===== src/rtl/fetch_decode_stage.sv =====
// Fetch stage: program counter, writable instruction memory and IF/ID register,
// with stall, flush, branch redirect and HALT handling; decodes func/rd/rs.
module fetch_decode_stage #(
   parameter int          IW      = 8,
   parameter int          AW      = 4,
   parameter int          DEPTH   = 16,
   parameter logic [7:0]  HALT_OP = 8'hFF
) (
   input  logic          clk,
   input  logic          reset,
   input  logic          prog_we,
   input  logic [AW-1:0] prog_addr,
   input  logic [IW-1:0] prog_data,
   input  logic          run,
   input  logic          stall,
   input  logic          flush,
   input  logic          branch_taken,
   input  logic [AW-1:0] branch_target,
   output logic [AW-1:0] pc_out,
   output logic [IW-1:0] instr,
   output logic [1:0]    func,
   output logic [2:0]    rd,
   output logic [2:0]    rs,
   output logic          status,
   output logic          halted
);

   localparam logic [1:0] IDLE  = 2'b00;
   localparam logic [1:0] FETCH = 2'b01;
   localparam logic [1:0] HALT  = 2'b10;

   logic [1:0]    state;
   logic [AW-1:0] pc;
   logic [IW-1:0] imem [DEPTH];
   logic [IW-1:0] fetch_word;

   // Combinational read: a same-edge write is seen only from the next cycle on.
   assign fetch_word = imem[pc];

   always_ff @(posedge clk) begin
      if (prog_we)
         imem[prog_addr] <= prog_data;
   end

   always_ff @(posedge clk or posedge reset) begin
      if (reset) begin
         state  <= IDLE;
         pc     <= '0;
         pc_out <= '0;
         instr  <= '0;
         status <= 1'b0;
         halted <= 1'b0;
      end else begin
         case (state)
            IDLE: begin
               status <= 1'b0;
               if (run)
                  state <= FETCH;
            end
            FETCH: begin
               if (!run) begin
                  state  <= IDLE;
                  status <= 1'b0;
               end else if (branch_taken) begin
                  pc     <= branch_target;
                  status <= 1'b0;
               end else if (flush) begin
                  status <= 1'b0;
               end else if (stall) begin
                  status <= status;
               end else if (fetch_word == IW'(HALT_OP)) begin
                  // The HALT word itself never becomes a valid IF/ID entry.
                  state  <= HALT;
                  status <= 1'b0;
                  halted <= 1'b1;
               end else begin
                  instr  <= fetch_word;
                  pc_out <= pc;
                  status <= 1'b1;
                  pc     <= pc + 1'b1;
               end
            end
            HALT: begin
               status <= 1'b0;
               halted <= 1'b1;
            end
            default: begin
               state  <= IDLE;
               status <= 1'b0;
            end
         endcase
      end
   end

   assign func = instr[7:6];
   assign rd   = instr[5:3];
   assign rs   = instr[2:0];

endmodule


===== config.mk =====
export PLATFORM = sky130hd
export DESIGN_NAME = fetch_decode_stage
export DESIGN_NICKNAME = d
export VERILOG_FILES = /design/src/rtl/fetch_decode_stage.sv
export SDC_FILE = /design/constraint.sdc
export NUM_CORES = 1
export LEC_CHECK = 0
export ABC_AREA = 0
export CAP_MARGIN = 5
export CORE_MARGIN = 1
export CORE_UTILIZATION = 55
export DETAILED_ROUTE_END_ITERATION = 12
export PLACE_DENSITY = 0.87
export SLEW_MARGIN = 25
export SYNTH_ARGS = -nofsm -noshare
export SYNTH_HDL_FRONTEND = slang
export SYNTH_SLANG_ARGS = --single-unit

===== constraint.sdc =====
create_clock -name clk -period 5.6 [get_ports clk]
set_input_delay 1.4 -clock clk [delete_from_list [all_inputs] [get_ports clk]]
set_output_delay 1.4 -clock clk [all_outputs]
set_load 0.005 [all_outputs]

==> results.json <==
{
  "fraction_of_layout_instances_using_a_drive_strength_above_1_pct": 20.8,
  "cts_hold_repair.buffers": 0,
  "floorplan.io_pins": 45,
  "critPathRequiredTime_ns": 6.01,
  "clkSlewWorstSetupHoldPaths_ns": 0.06,
  "drt_iter0_drc": 269,
  "cp_arrival_ns": 3.86,
  "n_fill_cell": 664,
  "synth.lib_cells_used.distinct": 46,
  "grt_antenna_before_repair": 0,
  "synth.ff_latch_count": 148,
  "power.share.sequential_pct": 45.5,
  "die_area_um2": 11400,
  "post-route-cell-area_um2": 7110,
  "power_frac_comb_pct": 17.0,
  "nets": 396,
  "worst-setup-path-type": "flop to flop",
  "htreeDepth": 4,
  "seqCellArea_um2": 4350,
  "run_status": "complete, no violations",
  "clock-root-buffer": "clkbuf_8",
  "worst_setup_path_end_kind": "flop",
  "timing.critical_path.to": "pc[0]",
  "worst_ir_drop_vdd_uv": 259,
  "placeableCoreArea_um2": 10500,
  "rows": 37,
  "antenna-diode-count": 0,
  "final_hold_viol_count": 0,
  "grt_busiest_layer": "met2",
  "viasPerCell": 6.12,
  "ys.warnings.count": 0,
  "areaGrowthSynthToFinish_pct": 17.6,
  "r2r.worst_path.cells": 7,
  "cts_tree": "yes",
  "fp.dieW_um": 107,
  "power-per-cell-area_nw_per_um2": 416,
  "report.final.slew_viol_count": 0,
  "first_global_vias": 3225,
  "asyncSetResetFlopFracSynth_pct": 13.5,
  "floorplan.die.height_um": 107,
  "setup.worst_path.start": "pc[0]",
  "global_routing_met1_resource_utilization_pct": 30.2,
  "p_leak_nw": 2.51,
  "groute.layer.met3.usage_pct": 7.48,
  "share_clk_of_total_power_pct": 37.5,
  "multi_input_comb_area_um2": 1510,
  "hp-class": "flop to flop",
  "timing_worst_slew_pin_value_ns": 0.971,
  "rsz_0062_raised_after_global_routing": "no",
  "synthesized_area_per_cell_um2": 18.5,
  "numCtsBuffers": 17,
  "placed_inst_area_um2": 6520,
  "timing.final.setup_violations": 0,
  "relSlewSlack_pct": 35.3,
  "cts_buffer_depth": 2,
  "globalRouteMet2Util_pct": 36.5,
  "globalRouteTotalUtil_pct": 23.0,
  "dpl.hpwl_um": 7420,
  "port-buffer-count": 44,
  "timing.reg2reg.setup_slack_ns": 2.16,
  "layout.core_utilization_pct": 67.7,
  "cap_viol_max_count": 0,
  "postCtsSetupRepairBufs": 0,
  "mappedNetlistArea_um2": 6050,
  "synth_flop_cell": "edfxtp_1",
  "holdWs_ns": 0.441,
  "power.internal_mw": 2.20,
  "net-switching-power_mw": 0.756,
  "drt_wl_total_um": 11700,
  "grt_pass1_wl_um": 18300,
  "syn-instance-count": 327,
  "setup-tns-final_ns": 0,
  "regToRegStartpoint": "pc[0]",
  "synth.net_count": 351,
  "cp_max_fo": 30,
  "gpl.final_weighted_congestion": 0.829,
  "post_drt_wl_per_cell_um": 22.5,
  "synth_edf_count": 128,
  "drtAntennaViolNets": 0,
  "detailroute.via_count": 3186,
  "dr.pass1.iters": 5,
  "finalClockSkew_ns": 0.00741,
  "worstReg2RegEnd": "pc[0]",
  "mostFrequentLayoutCells": "128 x edfxtp_1, 44 x clkdlybuf4s50_1, 24 x mux4_2",
  "maximum_number_of_pins_on_one_net_before_global_route_repair": 31,
  "clock_sinks": 148,
  "post-route-min-period_ns": 3.44,
  "synth_sequential_area_ratio_pct": 71.8,
  "total_power_mw": 2.96,
  "start_util_pct": 57.6,
  "switching_share_pct": 25.5,
  "clock_latency_ns": 0.53,
  "layout.cells.most_common": "edfxtp_1",
  "start_kind": "flop",
  "postCtsResizedCells": 0,
  "remaining_drc_errors": 0,
  "final.period_utilization_pct": 61.5,
  "timing.fmax_ghz": 0.290,
  "gr-total-overflow": 0
}
[stage by stage]
step / worst slack, ns / std cells
after CTS: 2.10 / 521
after global routing: 1.87 / 521
after floorplan: 2.71 / 327
after global placement: 2.04 / 489
after detailed placement: 1.90 / 489
final: 2.16 / 521
[layout make-up]
type,count,share of cell area (%)
clock buffers,17,5.82
clock inverters,15,2.39
inverters,10,0.528
multi-input cells,148,21.3
flip-flops and latches,148,61.1
well taps,136,2.39
repair buffers,47,6.51
[worst min path at each step]
stage | from | to | slack (ns) | cells after the start
floorplan | state[1] | state[0] | 0.41 | 1
global route | state[1] | state[0] | 0.48 | 1
CTS | state[1] | state[0] | 0.44 | 1
finish | state[1] | state[0] | 0.44 | 1
global placement | state[1] | state[0] | 0.42 | 1
detailed placement | state[1] | state[0] | 0.43 | 1
[Yosys cell counts (4+ instances only)]
cell	n	area, um2
a221oi_1	7	61.3
a22o_1	6	52.6
a22oi_1	4	30.0
a31oi_1	4	25.0
buf_2	4	20.0
buf_4	9	67.6
dfrtp_1	20	500
edfxtp_1	128	3840
inv_1	10	37.5
mux2_4	6	90.1
mux2i_1	21	210
mux4_2	24	541
nand2_1	7	26.3
nor2_1	20	75.1
nor3_1	5	25.0
[routing by layer]
layer / routed length [um] / vias up
met1: 4770 / 1618
li1: - / 1404
met5: 0 / -
met3: 877 / 15
met2: 5940 / 149
met4: 143 / 0
[critical path: stages (launching register included)]
cell      delay (ns)
dfrtp_2         1.00
buf_4           0.41
mux4_2          0.53
a221oi_1        0.43
a211oi_2        0.11
a41oi_1         0.47
a31oi_1         0.16
o22a_1          0.20
[kinds of logic after synthesis]
family / count (synthesis) / share of synthesized area (%)
multiplexers: 53 / 14.3
flip-flops: 148 / 71.8
adder cells (fa/ha/maj): 1 / 0.207
buffers and inverters: 31 / 3.45
AO/OA/AOI/OAI: 40 / 5.58
AND/OR/NAND/NOR: 54 / 4.67
[flip-flops by register name, summed over array words and instances, names as in the netlist]
name	count
pc	4
halted	1
instr	8
status	1
state	2
pc_out	4
imem	128
[power by group through the flow]
| stage | clock network (mW) | logic, mW | registers, mW |
|---|---|---|---|
| floorplan | 0 | 0.356 | 1.32 |
| global placement | 0 | 0.486 | 1.36 |
| detailed placement | 0 | 0.501 | 1.37 |
| CTS | 1.12 | 0.507 | 1.35 |
| global route | 1.17 | 0.543 | 1.36 |
| finish | 1.11 | 0.504 | 1.35 |
Note: power is estimated with default switching activity, not from simulation.
==> variant 1 (same settings) <==
Put one more register stage on the output `status`, cleared by the reset. The value now appears one clock later. The other outputs are not delayed to match.
--- a/src/rtl/fetch_decode_stage.sv
+++ b/src/rtl/fetch_decode_stage.sv
@@ -31,2 +31,4 @@
 
+   logic status_s0;
+
    logic [1:0]    state;
@@ -50,3 +52,3 @@
          instr  <= '0;
-         status <= 1'b0;
+         status_s0 <= 1'b0;
          halted <= 1'b0;
@@ -55,3 +57,3 @@
             IDLE: begin
-               status <= 1'b0;
+               status_s0 <= 1'b0;
                if (run)
@@ -62,10 +64,10 @@
                   state  <= IDLE;
-                  status <= 1'b0;
+                  status_s0 <= 1'b0;
                end else if (branch_taken) begin
                   pc     <= branch_target;
-                  status <= 1'b0;
+                  status_s0 <= 1'b0;
                end else if (flush) begin
-                  status <= 1'b0;
+                  status_s0 <= 1'b0;
                end else if (stall) begin
-                  status <= status;
+                  status_s0 <= status_s0;
                end else if (fetch_word == IW'(HALT_OP)) begin
@@ -73,3 +75,3 @@
                   state  <= HALT;
-                  status <= 1'b0;
+                  status_s0 <= 1'b0;
                   halted <= 1'b1;
@@ -78,3 +80,3 @@
                   pc_out <= pc;
-                  status <= 1'b1;
+                  status_s0 <= 1'b1;
                   pc     <= pc + 1'b1;
@@ -83,3 +85,3 @@
             HALT: begin
-               status <= 1'b0;
+               status_s0 <= 1'b0;
                halted <= 1'b1;
@@ -88,3 +90,3 @@
                state  <= IDLE;
-               status <= 1'b0;
+               status_s0 <= 1'b0;
             end
@@ -98,2 +100,10 @@
 
+   always_ff @(posedge clk or posedge reset) begin
+      if (reset) begin
+         status <= '0;
+      end else begin
+         status <= status_s0;
+      end
+   end
+
 endmodule
Behaviour: not the same (Yosys sat finds a counterexample within 4 cycles, from zero or initial values and one cycle with reset high).
==> variant 1 against the original RTL <==
Combinational power up 3%; area after synthesis up 0.41%; global-route usage up 0.32 points; sequential share of layout area up 0.44 points; die area up 0.41%; worst hold slack worse by 0.038 ns; cell area down 0.14%; power down 2.6%; setup slack better by 0.093 ns; sequential cell count up 1; first-iteration DRC count up 20%; synthesized cell count up 0.31%; utilization down 1.9 points; routed wire length up 2.1%; largest cell class unchanged.
==> variant 1: results (changes against the original RTL) <==
Placement:
- The total placed cells including tap cells is 496 (+1.4%).
- The detailed-placement wirelength estimate is 7725 um (+4.1%).
- The final weighted congestion in routability-driven placement is 0.8187 (-1.2%).
- The pre-CTS setup slack was 1.983 ns (+0.08702 ns).
- The cell area reported after detailed placement is 6563 um^2 (+0.61%).

Routing:
- The detailed-route wire length on metal 1 came to 5004 um (+4.8%).
- The number of vias per cell after detailed routing was 6.206 (+1.5%).
- The per-cell routed wire length was 22.68 um (+0.72%).
- The met3 wirelength from detailed routing is 797 um (-9.1%).
- The detailed router's first-iteration violation count came to 324 (+20%).
- The count of vias placed by the detailed router is 3,277 (+2.9%).

Setup path:
- The largest stage delay on the critical path is 0.97 ns (-0.03 ns).
- In this run the critical register-to-register path is captured at instr[5].
- The maximum fanout along the worst path is 29 (-3.3%).
- The worst endpoint data arrival time was 3.77 ns (-0.09 ns).
- The reg2reg setup slack came to 2.25 ns (+0.09 ns).

Layout:
- The post-layout net count is 399 (+0.76%).
- The fraction of layout cells with a size suffix above 1 came to 20.62% (-0.16 points).

CTS:
- The number of H-tree levels is 4 (unchanged).
- The master cell of the clock root buffer is clkbuf_8.
- The CTS clock-pin slew for the worst setup and hold paths is 0.06 ns (about the same).

STA:
- The max-slew headroom at the worst pin came to 31.75% (-3.5 points).
- The final critical path time including I/O delays and setup is 3.352 ns (-0.09276 ns).
- The final hold slack was 0.4032 ns (-0.03806 ns).
- The setup clock skew after layout is 0.008771 ns (+0.001363 ns).

Hold path:
- The path with the worst hold slack has its endpoint at status.
- The hold path depth was 0 (-1).

Pwr:
- The worst vdd rail ir drop was 0.0003009 V (+16%).
- The leakage power is 2.501 nW (-0.42%).

Global routing:
- The total global routing track utilization came to 23.29% (+0.32 points).
- The via count of the first global-routing pass is 3,359 (+4.2%).
- The global-route wire length before repair is 18,570 um (+1.3%).
- The fraction of met1 tracks used by global routing is 30.23% (+0.059 points).
- The met2 global-route usage is 36.82% (+0.28 points).
- The maximum number of pins on one net before global-route repair came to 30 (-3.2%).

Synth:
- The post-synth net total came to 352 (+0.28%).
- The sequential fraction of the synthesis area is 71.93% (+0.12 points).
- The average cell area after synthesis is 18.52 um^2 (+0.11%).
- The fraction of synthesis flops using an asynchronous set or reset pin came to 14.09% (+0.58 points).

Outcome:
- The run finished with clean final reports.
variant 1: cell type report:
| type | instances | area [um^2] |
|---|---|---|
| inverter | 10 | 37.54 |
| sequential | 149 | 4370 |
| multi-input combinational | 148 | 1501 |
| tap | 140 | 175.2 |
| clock buffer | 18 | 417.9 |
| clock inverter | 14 | 121.4 |
| fill | 713 | 3691 |
| timing repair buffer | 49 | 478.0 |
variant 1: report_power, final:
group | internal [W] | switching (W) | total (W)
Sequential | 0.00127 | 0.0000687 | 0.00134
Clock | 0.000556 | 0.000467 | 0.00102
Combinational | 0.000294 | 0.000225 | 0.000519
Total | 0.00212 | 0.000761 | 0.00288
variant 1: cells by family after synthesis:
family	synth area share, %
flops	71.93
buf+inv	3.440
fa+ha+maj	0.2059
simple gates	4.655
mux	14.21
compound gates	5.561
variant 1: critical path: cells and delay by family (launching register included):
family / cells / cell delay [ns]
flip-flops: 1 / 0.97
AND/OR/NAND/NOR: 2 / 0.47
multiplexers: 2 / 0.98
AO/OA/AOI/OAI: 3 / 0.79
==> variant 2 (config.mk and constraints unchanged) <==
Without the edit above. `DEPTH`: 16 -> 32.
--- a/src/rtl/fetch_decode_stage.sv
+++ b/src/rtl/fetch_decode_stage.sv
@@ -5,3 +5,3 @@
    parameter int          AW      = 4,
-   parameter int          DEPTH   = 16,
+   parameter int          DEPTH   = 32,
    parameter logic [7:0]  HALT_OP = 8'hFF
Behaviour: same outputs for any inputs over 4 cycles, from zero or initial values and one cycle with reset high; that may be too few to reach the edited logic, so the function may still have changed.
==> variant 2 against the original RTL <==
Sequential cell count did not move; largest cell class unchanged; critical path type unchanged; utilization fell by 1.6 points; setup slack improved by 0.014 ns; final cell count fell by 0.19%; critical path depth fell by 1; routed wire length fell by 1.5%; synthesized cell count fell by 1.8%; cell area rose by 1.1%; area after synthesis rose by 2.0%; count of clock-buffer cells in the layout did not move; worst hold slack improved by 0.038 ns.
Power is not compared: it rests on default switching activity, and its combinational part moved more than twofold at a synthesized area within 25%.
==> variant 2: results (changes against the original RTL) <==
Routing:
- The first-pass detailed-route iteration total was 4 (-1).
- The met3 wirelength from detailed routing was 826 um (-5.8%).
- The detailed-route wire length on metal 1 is 4758 um (-0.34%).
- The number of vias per cell after detailed routing is 6.046 (-1.1%).
- The detailed router's first-iteration violation count is 242 (-10%).
- The detailed route wirelength on metal2 is 5808 um (-2.2%).
- The routed wire length is 11,560 um (-1.5%).

Global routing:
- The via count of the first global-routing pass is 3,193 (-0.99%).
- The global-route wire length before repair came to 17,760 um (-3.1%).
- The met2 global-route usage is 34.52% (-2.0 points).
- The total global routing track utilization was 21.84% (-1.1 points).
- The fraction of met1 tracks used by global routing is 28.96% (-1.2 points).
- The maximum number of pins on one net before global-route repair is 36 (+16%).

Layout:
- The fraction of layout cells with a size suffix above 1 is 18.68% (-2.1 points).
- The count of placed standard cells in the final layout, fillers left out came to 520 (-0.19%).
- The area growth from synthesis to layout is 16.55%.
- The post-layout net count is 391 (-1.3%).
- The count of filler cells inserted in the layout is 706 (+6.3%).

STA:
- The minimum setup slack in the final design is 2.170 ns (+0.01446 ns).
- The setup clock skew after layout came to 0.01096 ns (+0.003553 ns).
- The final hold slack came to 0.4797 ns (+0.03842 ns).
- The max-slew headroom at the worst pin is 37.89% (+2.6 points).

Synth:
- In the synthesized netlist, the cells that appear most often are edfxtp_1 (128), dfrtp_1 (20), mux2i_1 (18).
- The sequential fraction of the synthesis area is 70.40% (-1.4 points).
- Sorting the synthesized cells by area gives the leading types as edfxtp_1 (62%), dfrtp_1 (8.1%), mux4_1 (7.2%).
- The number of distinct standard cells referenced by the synthesized netlist is 42 (-8.7%).
- The post-synth net total came to 345 (-1.7%).
- The gate count after technology mapping is 321 (-1.8%).

Placement:
- The pre-CTS setup slack is 1.931 ns (+0.03470 ns).
- The total placed cells including tap cells is 488 (-0.20%).
- The final weighted congestion in routability-driven placement is 0.7808 (-5.8%).
- The cell area reported after detailed placement is 6611 um^2 (+1.4%).
- The detailed-placement wirelength estimate was 7397 um (-0.35%).

Setup path:
- The largest stage delay on the critical path is 0.97 ns (-0.03 ns).
- By startpoint and endpoint, the worst setup path is classified as flip-flop to flip-flop.
- The end of the worst register-to-register path is instr[4].
- The worst endpoint data arrival time is 3.84 ns (-0.02 ns).
- The number of cells on the worst reg-to-reg path is 6 (-1).
- The cell family contributing the most delay on the critical path is multiplexers.

Outcome:
- The run finished with clean final reports.

Hold path:
- In this run the most critical hold path is launched from halted.
- The capture endpoint of the worst hold path is halted.
## variant 2: cell count changes in the layout (fill, tap and decap cells not counted), moves of 4 or more
cell / delta
a31oi_1: -4
nor2_1: -5
mux4_2: -14
a22o_1: -6
nand2_1: +6
inv_1: -4
mux4_1: +17
## variant 2: final cells by class
cell class                      count  area share, %
Clock buffer                       17          5.759
Clock inverter                     15          2.244
Inverter                            7         0.3653
Multi-Input combinational cell    144          22.13
Sequential cell                   148          60.42
Tap cell                          140          2.436
Timing Repair Buffer               49          6.646
## variant 2: cells by family after synthesis
kind of cell | Yosys count | share of synthesized area [%]
AO/OA/AOI/OAI | 28 | 4.299
flip-flops | 148 | 70.40
adder cells (fa/ha/maj) | 1 | 0.2027
multiplexers | 55 | 15.94
buffers and inverters | 29 | 3.893
AND/OR/NAND/NOR | 60 | 5.272
